## src/rtl/display_pkg.sv

```systemverilog
// Shared types, sizes and the double-dabble step for the display driver.
package display_pkg;

    typedef enum logic [1:0] {
        IDLE   = 2'd0,
        SHIFT  = 2'd1,
        COMMIT = 2'd2
    } state_t;

    localparam int NUM_DIGITS = 4;
    localparam int MAX_VALUE  = 9999;
    localparam int BIN_WIDTH  = 14;
    localparam int BCD_WIDTH  = 4 * NUM_DIGITS;
    localparam int SR_WIDTH   = BCD_WIDTH + BIN_WIDTH;

    // One double-dabble iteration on the combined {bcd, bin} register:
    // add 3 to every BCD nibble that is 5 or more, then shift left by one.
    function automatic logic [SR_WIDTH-1:0] dd_step(input logic [SR_WIDTH-1:0] sr_in);
        logic [SR_WIDTH-1:0] t;
        t = sr_in;
        for (int n = 0; n < NUM_DIGITS; n++) begin
            if (t[BIN_WIDTH + 4*n +: 4] >= 4'd5)
                t[BIN_WIDTH + 4*n +: 4] = t[BIN_WIDTH + 4*n +: 4] + 4'd3;
        end
        return {t[SR_WIDTH-2:0], 1'b0};
    endfunction

    // Clamp an out-of-range binary value to the largest displayable number.
    function automatic logic [BIN_WIDTH-1:0] saturate(input logic [BIN_WIDTH-1:0] v);
        return (v > BIN_WIDTH'(MAX_VALUE)) ? BIN_WIDTH'(MAX_VALUE) : v;
    endfunction

endpackage

```

## src/rtl/bin2bcd_seq.sv

```systemverilog
// Sequential binary-to-BCD converter, one double-dabble iteration per clock.
//
//   state  | meaning
//   -------+------------------------------------------------------------
//   IDLE   | waiting for start; sr holds the last finished conversion
//   SHIFT  | one add-3/shift iteration per cycle, 14 iterations in total
//   COMMIT | result stable in sr; done pulses so the owner can latch bcd
module bin2bcd_seq
    import display_pkg::*;
(
    input  logic                 clk,
    input  logic                 rst,
    input  logic                 start,
    input  logic [BIN_WIDTH-1:0] bin,
    output logic                 busy,
    output logic                 done,
    output logic [BCD_WIDTH-1:0] bcd
);

    state_t              state, state_nxt;
    logic [3:0]          iter, iter_nxt;
    logic [SR_WIDTH-1:0] sr, sr_nxt;
    logic                busy_nxt;

    // State, iteration counter, shift register and registered busy flag.
    always_ff @(posedge clk or posedge rst) begin
        if (rst) begin
            state <= IDLE;
            iter  <= '0;
            sr    <= '0;
            busy  <= 1'b0;
        end else begin
            state <= state_nxt;
            iter  <= iter_nxt;
            sr    <= sr_nxt;
            busy  <= busy_nxt;
        end
    end

    // Next-state logic; busy is precomputed from the next state so the
    // flop output equals (state != IDLE) without a combinational path.
    always_comb begin
        state_nxt = state;
        iter_nxt  = iter;
        sr_nxt    = sr;
        done      = 1'b0;
        case (state)
            IDLE: begin
                if (start) begin
                    sr_nxt    = {{BCD_WIDTH{1'b0}}, bin};
                    iter_nxt  = '0;
                    state_nxt = SHIFT;
                end
            end
            SHIFT: begin
                sr_nxt   = dd_step(sr);
                iter_nxt = iter + 4'd1;
                if (iter == 4'(BIN_WIDTH - 1))
                    state_nxt = COMMIT;
            end
            COMMIT: begin
                done      = 1'b1;
                state_nxt = IDLE;
            end
            default: state_nxt = IDLE;
        endcase
        busy_nxt = (state_nxt != IDLE);
    end

    assign bcd = sr[SR_WIDTH-1 -: BCD_WIDTH];

endmodule

```

## src/rtl/display_driver.sv

```systemverilog
// Four-digit multiplexed BCD display driver with saturating binary input,
// sequential conversion and optional leading-zero blanking.
module display_driver
    import display_pkg::*;
#(
    parameter int REFRESH_DIV = 100000,
    parameter int BLANK_LZ    = 1
) (
    input  logic                 clk,
    input  logic                 rst,
    input  logic [BIN_WIDTH-1:0] value,
    input  logic                 load,
    output logic                 busy,
    output logic                 overflow,
    output logic [3:0]           digit,
    output logic [3:0]           anode
);

    localparam int PW = (REFRESH_DIV > 1) ? $clog2(REFRESH_DIV) : 1;

    logic                 accept;
    logic                 conv_done;
    logic [BCD_WIDTH-1:0] conv_bcd;
    logic [BCD_WIDTH-1:0] disp;
    logic [PW-1:0]        pre;
    logic                 wrap;
    logic [1:0]           pos;
    logic                 blank;

    // Loads arriving while a conversion is running are simply dropped.
    assign accept = load && !busy;
    assign wrap   = (pre == PW'(REFRESH_DIV - 1));

    bin2bcd_seq u_conv (
        .clk   (clk),
        .rst   (rst),
        .start (accept),
        .bin   (saturate(value)),
        .busy  (busy),
        .done  (conv_done),
        .bcd   (conv_bcd)
    );

    // Overflow flag tracks the last accepted value; the display register
    // only changes on COMMIT so partial conversions are never visible.
    always_ff @(posedge clk or posedge rst) begin
        if (rst) begin
            overflow <= 1'b0;
            disp     <= '0;
        end else begin
            if (accept)
                overflow <= (value > BIN_WIDTH'(MAX_VALUE));
            if (conv_done)
                disp <= conv_bcd;
        end
    end

    // Free-running scan prescaler and digit position, untouched by the FSM.
    always_ff @(posedge clk or posedge rst) begin
        if (rst) begin
            pre <= '0;
            pos <= '0;
        end else if (wrap) begin
            pre <= '0;
            pos <= pos + 2'd1;
        end else begin
            pre <= pre + PW'(1);
        end
    end

    // Digit select and anode decode; upper positions blank when they and
    // every more-significant nibble are zero. Position 0 always lights.
    always_comb begin
        blank = 1'b0;
        if (BLANK_LZ != 0 && pos != 2'd0) begin
            blank = 1'b1;
            for (int i = 0; i < NUM_DIGITS; i++) begin
                if (i >= int'(pos) && disp[4*i +: 4] != 4'd0)
                    blank = 1'b0;
            end
        end
        digit = disp[4*pos +: 4];
        anode = blank ? 4'b1111 : ~(4'b0001 << pos);
    end

endmodule

```

## config.mk

```make
export PLATFORM = sky130hd
export DESIGN_NAME = display_driver
export DESIGN_NICKNAME = d
export VERILOG_FILES = /design/src/rtl/display_pkg.sv /design/src/rtl/bin2bcd_seq.sv /design/src/rtl/display_driver.sv
export SDC_FILE = /design/constraint.sdc
export NUM_CORES = 1
export LEC_CHECK = 0
export ABC_AREA = 1
export BUFFER_PORTS_ARGS = -buffer_cell sky130_fd_sc_hd__buf_2
export CORE_MARGIN = 2
export CORE_UTILIZATION = 50
export CTS_BUF_LIST = sky130_fd_sc_hd__clkbuf_8 sky130_fd_sc_hd__clkbuf_16
export CTS_CLUSTER_DIAMETER = 80
export CTS_CLUSTER_SIZE = 40
export DETAILED_ROUTE_END_ITERATION = 16
export GPL_TIMING_DRIVEN = 0
export PLACE_DENSITY = 0.75
export SLEW_MARGIN = 20
export SYNTH_ARGS = -nofsm -noshare
export SYNTH_HDL_FRONTEND = slang
export SYNTH_SLANG_ARGS = --single-unit
```

## constraint.sdc

```tcl
create_clock -name clk -period 5.8 [get_ports clk]
set_input_delay 0.87 -clock clk [delete_from_list [all_inputs] [get_ports clk]]
set_output_delay 0.87 -clock clk [all_outputs]
set_load 0.05 [all_outputs]
```

==> metrics.yaml, run 1 <==
status:
  outcome: "finished clean"
timing:
  finalSetupTns_ns: 0
  timing.fmax_mhz: 334
  setup_viol: 0
  finalHoldViolCount: 0
  fin_crit_sh: 0.516
  finalClockSkew_ns: 0.00828
  period_minus_slack_ns: 2.99
  maxSlewHeadroom: 0.695
  rsz0062_at_grt: "no"
  slew_viol_final: 0
  tightestPinTransition_ns: 0.457
routing:
  first_iter_violations: 158
  wirelength_mm: 7.84
  vias: 3236
  avgRoutedWirePerCell_um: 11.9
  vias_per_cell: 4.91
  antenna_left: 0
  drcViolationCount: 0
  drt_first_pass_iters: 7
global_routing:
  grtUsageTotal: 0.199
  grt_overflow_total: 0
  first_global_vias: 3078
  grt_pass1_wl_mm: 13.5
  antenna_found_initial: 0
  grt_max_degree: 45
die:
  rows: 32
  fp.dieArea_um2: 8470
  die_h_um: 92.0
  die_x_um: 92.0
  boundaryPins: 27
  core_area_um2: 7610
  start_util: 0.509
worst_hold_path:
  min-delay-start: "pre[0]"
  hold-path-cell-count: 1
  min_path_type: "reg2reg"
  hold_end: "pre[0]"
critical_path:
  rr_startpoint: "pre[0]"
  reg2reg_slack_ns: 4.29
  cp_max_fo: 11
  critPathSlowestCell: "dfrtp_1"
  crit_path_start: "pos[0]"
  crit_family: "buffers and inverters"
  timing.critical_path.cells: "buf_2 -> clkinv_1 -> ha_1 -> nor2_1 -> nand4_1 -> nand2_1 -> buf_2"
  slowest_delay_ns: 0.38
  worstPathArrival_ns: 2.12
  criticalPathCategory: "reg2out"
  crit_top_cell: "buf_2"
  r2r_cells: 9
  critPathBufInv: 3
  critPathLaunchType: "flop"
  required_ns: 4.93
  r2r_end: "pos[0]"
  crit_path_end_kind: "output port"
logic_synthesis:
  synth_mux_area_frac: 0
  synth_top_family_by_area: "simple AND/OR/NAND/NOR gates"
  synthTopCellsByArea: "dfrtp_1 (47%), nand2_1 (14%), nor2_1 (7.8%), inv_1 (6.4%), o21ai_0 (5.9%)"
  yosys_most_used_dff: "dfrtp_1"
  synth-adder-area-share: 0.0484
  avgSynthCellArea_um2: 7.54
  ys_types: 25
  yosys_warnings: 0
  syn_inst: 514
  synth_nets: 546
  synth-simple-area-share: 0.274
  synth_common_cells: "nand2_1 (143), nor2_1 (81), dfrtp_1 (73)"
  yosysTopAreaCell: "dfrtp_1"
  synth_area_um2: 3870
  synth-async-reset-ratio: 1.00
  synth.ff_latch_count: 73
  synth-edff-count: 0
  synth_compound_area_frac: 0.0975
  synth-xor-area-share: 0.0226
  synth_top_area_frac: 0.471
  synthMostInstantiatedCell: "nand2_1"
  seq_area_frac_synth: 0.471
layout:
  area_growth_syn_to_layout_pct: 12.1
  fin_util: 0.571
  postLayoutCellArea_um2: 4340
  nets: 584
  nFillCells: 715
  layout-drive-gt1-share: 0.102
  num_antenna_cells: 0
placed_design:
  placed_cell_area_um2: 4160
  io_buffers: 26
  gp_congestion: 0.878
  place_hpwl_mm: 5.74
pwr:
  peakVddDrop_mv: 0.263
  p_leak_uw: 0.00228
  power_density_nw_per_um2: 470
clock_network:
  clk_path_buf_depth: 2
  clkLatencyLatePin_ns: 0.35
  cts_sinks: 73
  cts_tree: "yes"
  post_cts_buffers: 0
  cts_hold_buf: 0
  clock-root-buffer: "clkbuf_8"
  cts_max_level: 3
  cts_resized: 0
  numCtsBuffers: 9
  clk_pin_slew_ns: 0.08
job:
  max-cap-violations: 0
==> worst max-delay path by stage <==
stage | endpoint | slack, ns | cells after the start
finish | anode[1] | 2.81 | 7
global route | anode[1] | 2.55 | 7
CTS | anode[1] | 2.82 | 7
detailed placement | anode[1] | 3.20 | 7
global placement | disp[7] | 2.20 | 2
floorplan | disp[0] | 3.08 | 1
==> stage by stage <==
stage	setup WS, ns	instances	power, uW	hold slack [ns]
after CTS	2.82	659	2050	0.485
after detailed placement	3.20	643	1670	0.467
after floorplan	3.08	514	1460	0.440
after global routing	2.55	659	2220	0.503
final	2.81	659	2040	0.482
after global placement	2.20	642	1630	0.460
==> flip-flops by register name, indices dropped and copies added, names as in the netlist <==
signal,flops
overflow,1
u_conv.sr,30
u_conv.busy,1
u_conv.state,2
pre,17
pos,2
disp,16
u_conv.iter,4
==> cells in the final DEF, fill, tap and decap left out <==
master / n
a21o_1: 1
a21oi_1: 7
buf_12: 1
buf_2: 30
buf_4: 1
buf_6: 2
bufinv_16: 1
clkbuf_1: 4
clkbuf_8: 10
clkinv_1: 1
clkinv_2: 2
dfrtp_1: 73
ha_1: 15
inv_1: 68
inv_2: 4
inv_4: 1
nand2_1: 143
nand2_4: 1
nand3_1: 28
nand4_1: 4
nor2_1: 81
nor2_2: 3
nor2_4: 1
nor3_1: 2
nor4_1: 1
o211ai_1: 3
o21ai_0: 46
o21bai_1: 1
o22ai_1: 12
xor2_1: 10
==> metal layers <==
layer | vias up | track usage | wire length (um)
met1 | 1497 | 0.258 | 3740
met5 | - | 0 | 0
met4 | 0 | 0.0672 | 84
met3 | 7 | 0.0353 | 233
met2 | 43 | 0.336 | 3780
li1 | 1689 | - | -
==> layout make-up <==
cell class	instances	area [um2]	share of cell area
clock inverter	6	51.3	0.0118
sequential	73	1830	0.421
buffer	11	65.1	0.0150
timing repair buffer	27	150	0.0346
inverter	71	269	0.0619
multi-input combinational	359	1720	0.395
clock buffer	10	138	0.0317
tap	102	128	0.0294
==> power breakdown <==
part	internal, uW	total [uW]	switching, uW
sequential	694	817	122
combinational	294	840	546
clock	204	384	180
==> cells by family (layout without fill, tap and decap cells) <==
family | Yosys count | in the layout
AO/OA/AOI/OAI | 70 | 70
flip-flops | 73 | 73
XOR/XNOR | 10 | 10
adder cells (fa/ha/maj) | 15 | 15
AND/OR/NAND/NOR | 264 | 264
buffers and inverters | 82 | 125
Power figures use the tool's default switching activity.
==> run 2: changes to the inputs <==
- PLACE_DENSITY: 0.75 -> 0.78
- clock period: 5.8 -> 2.7 ns (I/O delays scaled with it)
==> run 2 against run 1 <==
Compared with the run above: register-to-register slack lost 3.2 ns; setup slack lost 2.6 ns; final cell count is the same; first-iteration DRC count grew 3.2%; combinational power grew 120%; sequential power grew 120%; sequential share of layout area shrank 0.49 points; clock skew shrank 0.0010 ns; core utilization grew 0.67 points; highest routed layer unchanged.
==> metrics.yaml, run 2 (same netlist as run 1, synthesis figures left out) <==
status:
  outcome: "finished clean"  # unchanged
pwr:
  combPwrFrac: 0.399  # was 0.412
  seqPwrFrac: 0.388  # was 0.400
  pwr-share-clk: 0.213  # was 0.188
  power_switching_uw: 1860  # was 848 uW
  finalPower_uw: 4550  # was 2040 uW
  p_sw_frac: 0.408  # was 0.416
  peakVddDrop_mv: 0.514  # was 0.263 mV
  power_density_nw_per_um2: 1040  # was 470 nW/um2
  p_leak_uw: 0.00229  # was 0.00228 uW
  internal_power_uw: 2690  # was 1190 uW
die:
  core_area_um2: 7610  # unchanged
  die_h_um: 92.0  # unchanged
  fp.dieArea_um2: 8470  # unchanged
  rows: 32  # unchanged
  die_x_um: 92.0  # unchanged
  start_util: 0.509  # unchanged
  boundaryPins: 27  # unchanged
timing:
  finalHoldViolCount: 0  # unchanged
  maxSlewHeadroom: 0.696  # was 0.695
  finalClockSkew_ns: 0.00726  # was 0.00828 ns
  fin_crit_sh: 0.911
  period_minus_slack_ns: 2.46
  slew_viol_final: 0  # unchanged
  rsz0062_at_grt: "no"  # unchanged
  finalSetupTns_ns: 0  # unchanged
  tightestPinTransition_ns: 0.455  # was 0.457 ns
  timing.fmax_mhz: 407
  setup_viol: 0  # unchanged
clock_network:
  cts_sinks: 73  # unchanged
  cts_hold_buf: 0  # unchanged
  clock-root-buffer: "clkbuf_8"  # unchanged
  clk_pin_slew_ns: 0.08  # about the same
  clkLatencyLatePin_ns: 0.34  # was 0.35 ns
  numCtsBuffers: 9  # unchanged
  cts_max_level: 3  # unchanged
  clk_path_buf_depth: 2  # unchanged
  cts_tree: "yes"  # unchanged
routing:
  first_iter_violations: 163  # was 158
  avgRoutedWirePerCell_um: 12.3  # was 11.9 um
  vias_per_cell: 5.04  # was 4.91
  antenna_left: 0  # unchanged
  drt_first_pass_iters: 5  # was 7
  wirelength_mm: 8.09  # was 7.84 mm
  drcViolationCount: 0  # unchanged
  vias: 3321  # was 3236
layout:
  top_register: "u_conv.sr"  # unchanged
  nets: 584  # unchanged
  nFillCells: 705  # was 715
  largest_reg_flops: 30  # unchanged
  layout-drive-gt1-share: 0.108  # was 0.102
  biggestRegsByFlops: "u_conv.sr: 30 flops, pre: 17 flops, disp: 16 flops"  # unchanged
  num_antenna_cells: 0  # unchanged
  mostFrequentLayoutCell: "nand2_1"  # unchanged
  area_growth_syn_to_layout_pct: 13.4  # was 12.1%
  layout_common_cells: "nand2_1 (143), nor2_1 (81), dfrtp_1 (73), inv_1 (66), o21ai_0 (46)"  # was nand2_1 (143), nor2_1 (81), dfrtp_1 (73), inv_1 (68), o21ai_0 (46)
global_routing:
  grt_overflow_total: 0  # unchanged
  grt_pass1_wl_mm: 14.2  # was 13.5 mm
  grtUsageTotal: 0.207  # was 0.199
  first_global_vias: 3242  # was 3078
  antenna_found_initial: 0  # unchanged
  grt_max_degree: 52  # was 45
job:
  max-cap-violations: 0  # unchanged
critical_path:
  required_ns: 2.30  # was 4.93 ns
  worstPathArrival_ns: 2.05  # was 2.12 ns
  criticalPathCategory: "reg2out"  # unchanged
  critPathLaunchType: "flop"  # unchanged
  r2r_cells: 8  # was 9
  crit_path_end_kind: "output port"  # unchanged
  cp_max_fo: 11  # unchanged
placed_design:
  io_buffers: 26  # unchanged
  gp_congestion: 0.878  # about the same
  place_hpwl_mm: 5.99  # was 5.74 mm
worst_hold_path:
  min_path_type: "in2async"  # was reg2reg
## run 2: power groups by stage
stage	Combinational [uW]	Clock [uW]	Sequential, uW
2_1_floorplan	1390	0	1750
3_3_place_gp	1740	0	1750
3_5_place_dp	1820	0	1780
4_1_cts	1830	988	1760
5_1_grt	2080	1040	1810
6_report	1820	971	1760
## run 2: area by class of cell
| cell class | count | area (um2) | share of cell area |
|---|---|---|---|
| Tap cell | 102 | 128 | 0.0290 |
| Timing Repair Buffer | 27 | 158 | 0.0359 |
| Sequential cell | 73 | 1830 | 0.416 |
| Inverter | 71 | 273 | 0.0621 |
| Clock inverter | 5 | 77.6 | 0.0176 |
| Buffer | 11 | 65.1 | 0.0148 |
| Clock buffer | 11 | 151 | 0.0344 |
| Multi-Input combinational cell | 359 | 1720 | 0.391 |
## run 2: final timing paths
kind | start | to | slack (ns)
max in group asynchronous | rst | u_conv.sr[19] | 2.14
min reg2reg | u_conv.sr[23] | u_conv.sr[23] | 0.49
min | rst | u_conv.iter[2] | 0.02
max reg2reg | u_conv.sr[14] | u_conv.sr[16] | 1.12
max | pos[0] | anode[3] | 0.24
min in group clk | value[5] | u_conv.sr[5] | 0.30
## run 2: metal layers
layer  up-vias  routed length, um  GRT usage
met2        60               4000      0.352
met5         -                  0          0
met4         0                105     0.0721
met1      1564               3750      0.262
met3        12                235     0.0427
li1       1685                  -          -
## run 2: repair_timing
item / in CTS / in global routing
setup buffers: 0 / 0
resized for setup: 0 / 1
setup endpoints to repair: 0 / 3
## run 2: through the flow
stage               cells  instance area, um2  setup WS (ns)  hold slack, ns  utilization
global placement      642                4130         -0.428           0.460        0.543
global route          659                4400         0.0766          0.0347        0.578
detailed placement    643                4160          0.532           0.399        0.547
floorplan             514                3870          0.442           0.440            -
finish                659                4400          0.241          0.0244        0.578
CTS                   659                4390          0.148          0.0274        0.577
## run 2: worst max-delay path: stages, from the launching register on
cell and delay (ns):
dfrtp_1 0.38, buf_2 0.24, clkinvlp_4 0.23, ha_1 0.27, nor2_1 0.10, nand4_1 0.15
nand2_1 0.09, buf_2 0.26
==> run 3: changes to the inputs <==
- BUFFER_PORTS_ARGS: -buffer_cell sky130_fd_sc_hd__buf_2 -> -buffer_cell sky130_fd_sc_hd__clkbuf_2
- CELL_PAD_IN_SITES_DETAIL_PLACEMENT: default -> 1
- CELL_PAD_IN_SITES_GLOBAL_PLACEMENT: default -> 2
- CORE_UTILIZATION: 50 -> 33
- CTS_BUF_LIST: sky130_fd_sc_hd__clkbuf_8 sky130_fd_sc_hd__clkbuf_16 -> sky130_fd_sc_hd__clkbuf_8
- PLACE_DENSITY: 0.78 -> 0.85
==> run 3 against run 2 <==
Compared with the run above: total power grew 1.0%; count of clock-buffer cells in the layout is 1 lower; maximum frequency decreased by 3.0%; sequential cell count unchanged; critical path depth unchanged; combinational power about the same; final area increased by 1.0%; register-to-register slack got worse by 0.10 ns; final cell count increased by 6.2%; core utilization is 19 points lower; critical endpoint is now anode[1]; largest cell class unchanged.
==> metrics.yaml, run 3 (same netlist as run 1, synthesis figures left out) <==
status:
  outcome: "finished clean"  # unchanged
pwr:
  finalPower_uw: 4600  # was 4550 uW
  power_density_nw_per_um2: 1040  # about the same
  peakVddDrop_mv: 0.375  # was 0.514 mV
  p_leak_uw: 0.00228  # was 0.00229 uW
layout:
  nets: 584  # unchanged
  largest_reg_flops: 30  # unchanged
  nFillCells: 1457  # was 705
  multiInputGateArea_um2: 1720  # unchanged
  area_growth_syn_to_layout_pct: 14.6  # was 13.4%
  postLayoutCellArea_um2: 4440  # was 4400 um2
  layout_common_cells: "nand2_1 (143), nor2_1 (81), dfrtp_1 (73), inv_1 (65), o21ai_0 (46)"  # was nand2_1 (143), nor2_1 (81), dfrtp_1 (73), inv_1 (66), o21ai_0 (46)
  num_antenna_cells: 0  # unchanged
  biggestRegsByFlops: "u_conv.sr: 30 flops, pre: 17 flops, disp: 16 flops"  # unchanged
  seqCellArea_um2: 1830  # unchanged
  mostFrequentLayoutCell: "nand2_1"  # unchanged
  fin_util: 0.389  # was 0.578
  layout-drive-gt1-share: 0.110  # was 0.108
  top_register: "u_conv.sr"  # unchanged
routing:
  drt_first_pass_iters: 4  # was 5
  antenna_left: 0  # unchanged
  first_iter_violations: 142  # was 163
  vias_per_cell: 4.77  # was 5.04
  avgRoutedWirePerCell_um: 13.5  # was 12.3 um
  drcViolationCount: 0  # unchanged
  vias: 3341  # was 3321
  wirelength_mm: 9.46  # was 8.09 mm
timing:
  maxSlewHeadroom: 0.704  # was 0.696
  fin_crit_sh: 0.939  # was 0.911
  setup_viol: 0  # unchanged
  layout_setup_ws_ns: 0.165  # was 0.241 ns
  period_minus_slack_ns: 2.53  # was 2.46 ns
  finalHoldViolCount: 0  # unchanged
  finalClockSkew_ns: 0.0153  # was 0.00726 ns
  tightestPinTransition_ns: 0.444  # was 0.455 ns
  rsz0062_at_grt: "no"  # unchanged
  slew_viol_final: 0  # unchanged
  timing.fmax_mhz: 395  # was 407 MHz
critical_path:
  cp_max_fo: 11  # unchanged
  worstPathArrival_ns: 2.13  # was 2.05 ns
  crit_path_end_kind: "output port"  # unchanged
  rr_startpoint: "pre[0]"  # was u_conv.sr[14]
  critPathSlowestCell: "dfrtp_1"  # unchanged
  criticalPathCategory: "reg2out"  # unchanged
  slowest_delay_ns: 0.38  # about the same
  r2r_end: "pre[3]"  # was u_conv.sr[16]
  required_ns: 2.30  # about the same
  timing.critical_path.cells: "buf_2 -> clkinvlp_4 -> ha_1 -> nor2_1 -> nand4_1 -> nand2_1 -> clkbuf_2"  # was buf_2 -> clkinvlp_4 -> ha_1 -> nor2_1 -> nand4_1 -> nand2_1 -> buf_2
  reg2reg_slack_ns: 1.02  # was 1.12 ns
  r2r_cells: 8  # unchanged
  critPathLaunchType: "flop"  # unchanged
global_routing:
  grt_overflow_total: 0  # unchanged
  grt_pass1_wl_mm: 16.5  # was 14.2 mm
  grt_max_degree: 43  # was 52
  first_global_vias: 3546  # was 3242
  grtUsageTotal: 0.163  # was 0.207
  antenna_found_initial: 0  # unchanged
clock_network:
  clock-root-buffer: "clkbuf_8"  # unchanged
  cts_max_level: 3  # unchanged
  cts_resized: 0  # unchanged
  post_cts_buffers: 0  # unchanged
  cts_sinks: 73  # unchanged
  numCtsBuffers: 9  # unchanged
  cts_tree: "yes"  # unchanged
  cts_hold_buf: 0  # unchanged
  clk_path_buf_depth: 2  # unchanged
  clk_pin_slew_ns: 0.09  # was 0.08 ns
  clkLatencyLatePin_ns: 0.37  # was 0.34 ns
die:
  fp.dieArea_um2: 12600  # was 8470 um2
  die_h_um: 112  # was 92.0 um
  core_area_um2: 11400  # was 7610 um2
  boundaryPins: 27  # unchanged
  start_util: 0.339  # was 0.509
  rows: 39  # was 32
  die_x_um: 112  # was 92.0 um
job:
  max-cap-violations: 0  # unchanged
placed_design:
  placed_cell_area_um2: 4210  # was 4160 um2
  pre_cts_ws_ns: 0.472  # was 0.532 ns
  gp_congestion: 0.772  # was 0.878
  place_hpwl_mm: 7.16  # was 5.99 mm
  io_buffers: 26  # unchanged
worst_hold_path:
  min_path_type: "in2async"  # unchanged
==> run 3: cell types whose count changed in the layout (fill, tap and decap cells not counted) <==
cell and change:
buf_2 -26, clkbuf_2 +26, clkinvlp_4 +3, buf_12 +1, buf_16 -1, clkbuf_8 -1
clkinv_2 -1, clkinv_4 +1, inv_1 -1, inv_6 -1
==> run 3: layout make-up <==
type,count,share of cell area
sequential,73,0.411
multi-input combinational,359,0.387
inverter,71,0.0614
tap,143,0.0403
timing repair buffer,27,0.0338
clock buffer,10,0.0310
clock inverter,6,0.0206
buffer,11,0.0147
==> run 3: through the flow <==
| step | TNS [ns] | cells | hold WS [ns] |
|---|---|---|---|
| after floorplan | 0 | 514 | 0.440 |
| after global placement | -42.80 | 683 | 0.461 |
| after detailed placement | 0 | 684 | 0.443 |
| after CTS | 0 | 700 | 0.0431 |
| after global routing | 0 | 700 | 0.0580 |
| final | 0 | 700 | 0.0335 |
==> run 3: where the power goes <==
| part | leakage [uW] | switching [uW] | internal [uW] |
|---|---|---|---|
| registers | 0.000908 | 275 | 1490 |
| clock network | 0.000105 | 443 | 546 |
| logic | 0.00127 | 1210 | 630 |
| total | 0.00228 | 1930 | 2670 |
==> run 3: how the worst max path moves through the flow <==
stage | start | endpoint | slack, ns | depth (start not counted)
2_1_floorplan | rst | disp[0] | 0.44 | 1
3_3_place_gp | rst | u_conv.sr[17] | -0.59 | 2
3_5_place_dp | pos[0] | anode[1] | 0.47 | 7
4_1_cts | pos[0] | anode[1] | 0.06 | 7
5_1_grt | pos[0] | anode[2] | 0.005 | 7
6_report | pos[0] | anode[1] | 0.17 | 7
==> run 3: layer usage <==
layer / global-route usage / vias to the layer above / routed length (um)
met5: 0 / - / 0
met4: 0.0683 / 0 / 189
met3: 0.0238 / 11 / 206
met2: 0.283 / 34 / 4570
met1: 0.202 / 1599 / 4500
li1: - / 1697 / -
==> run 3: worst max-delay path: cells and delay by family, from the launching register on <==
family / cells / cell delay, ns
flops: 1 / 0.38
fa+ha+maj: 1 / 0.27
simple gates: 3 / 0.36
buf+inv: 3 / 0.75
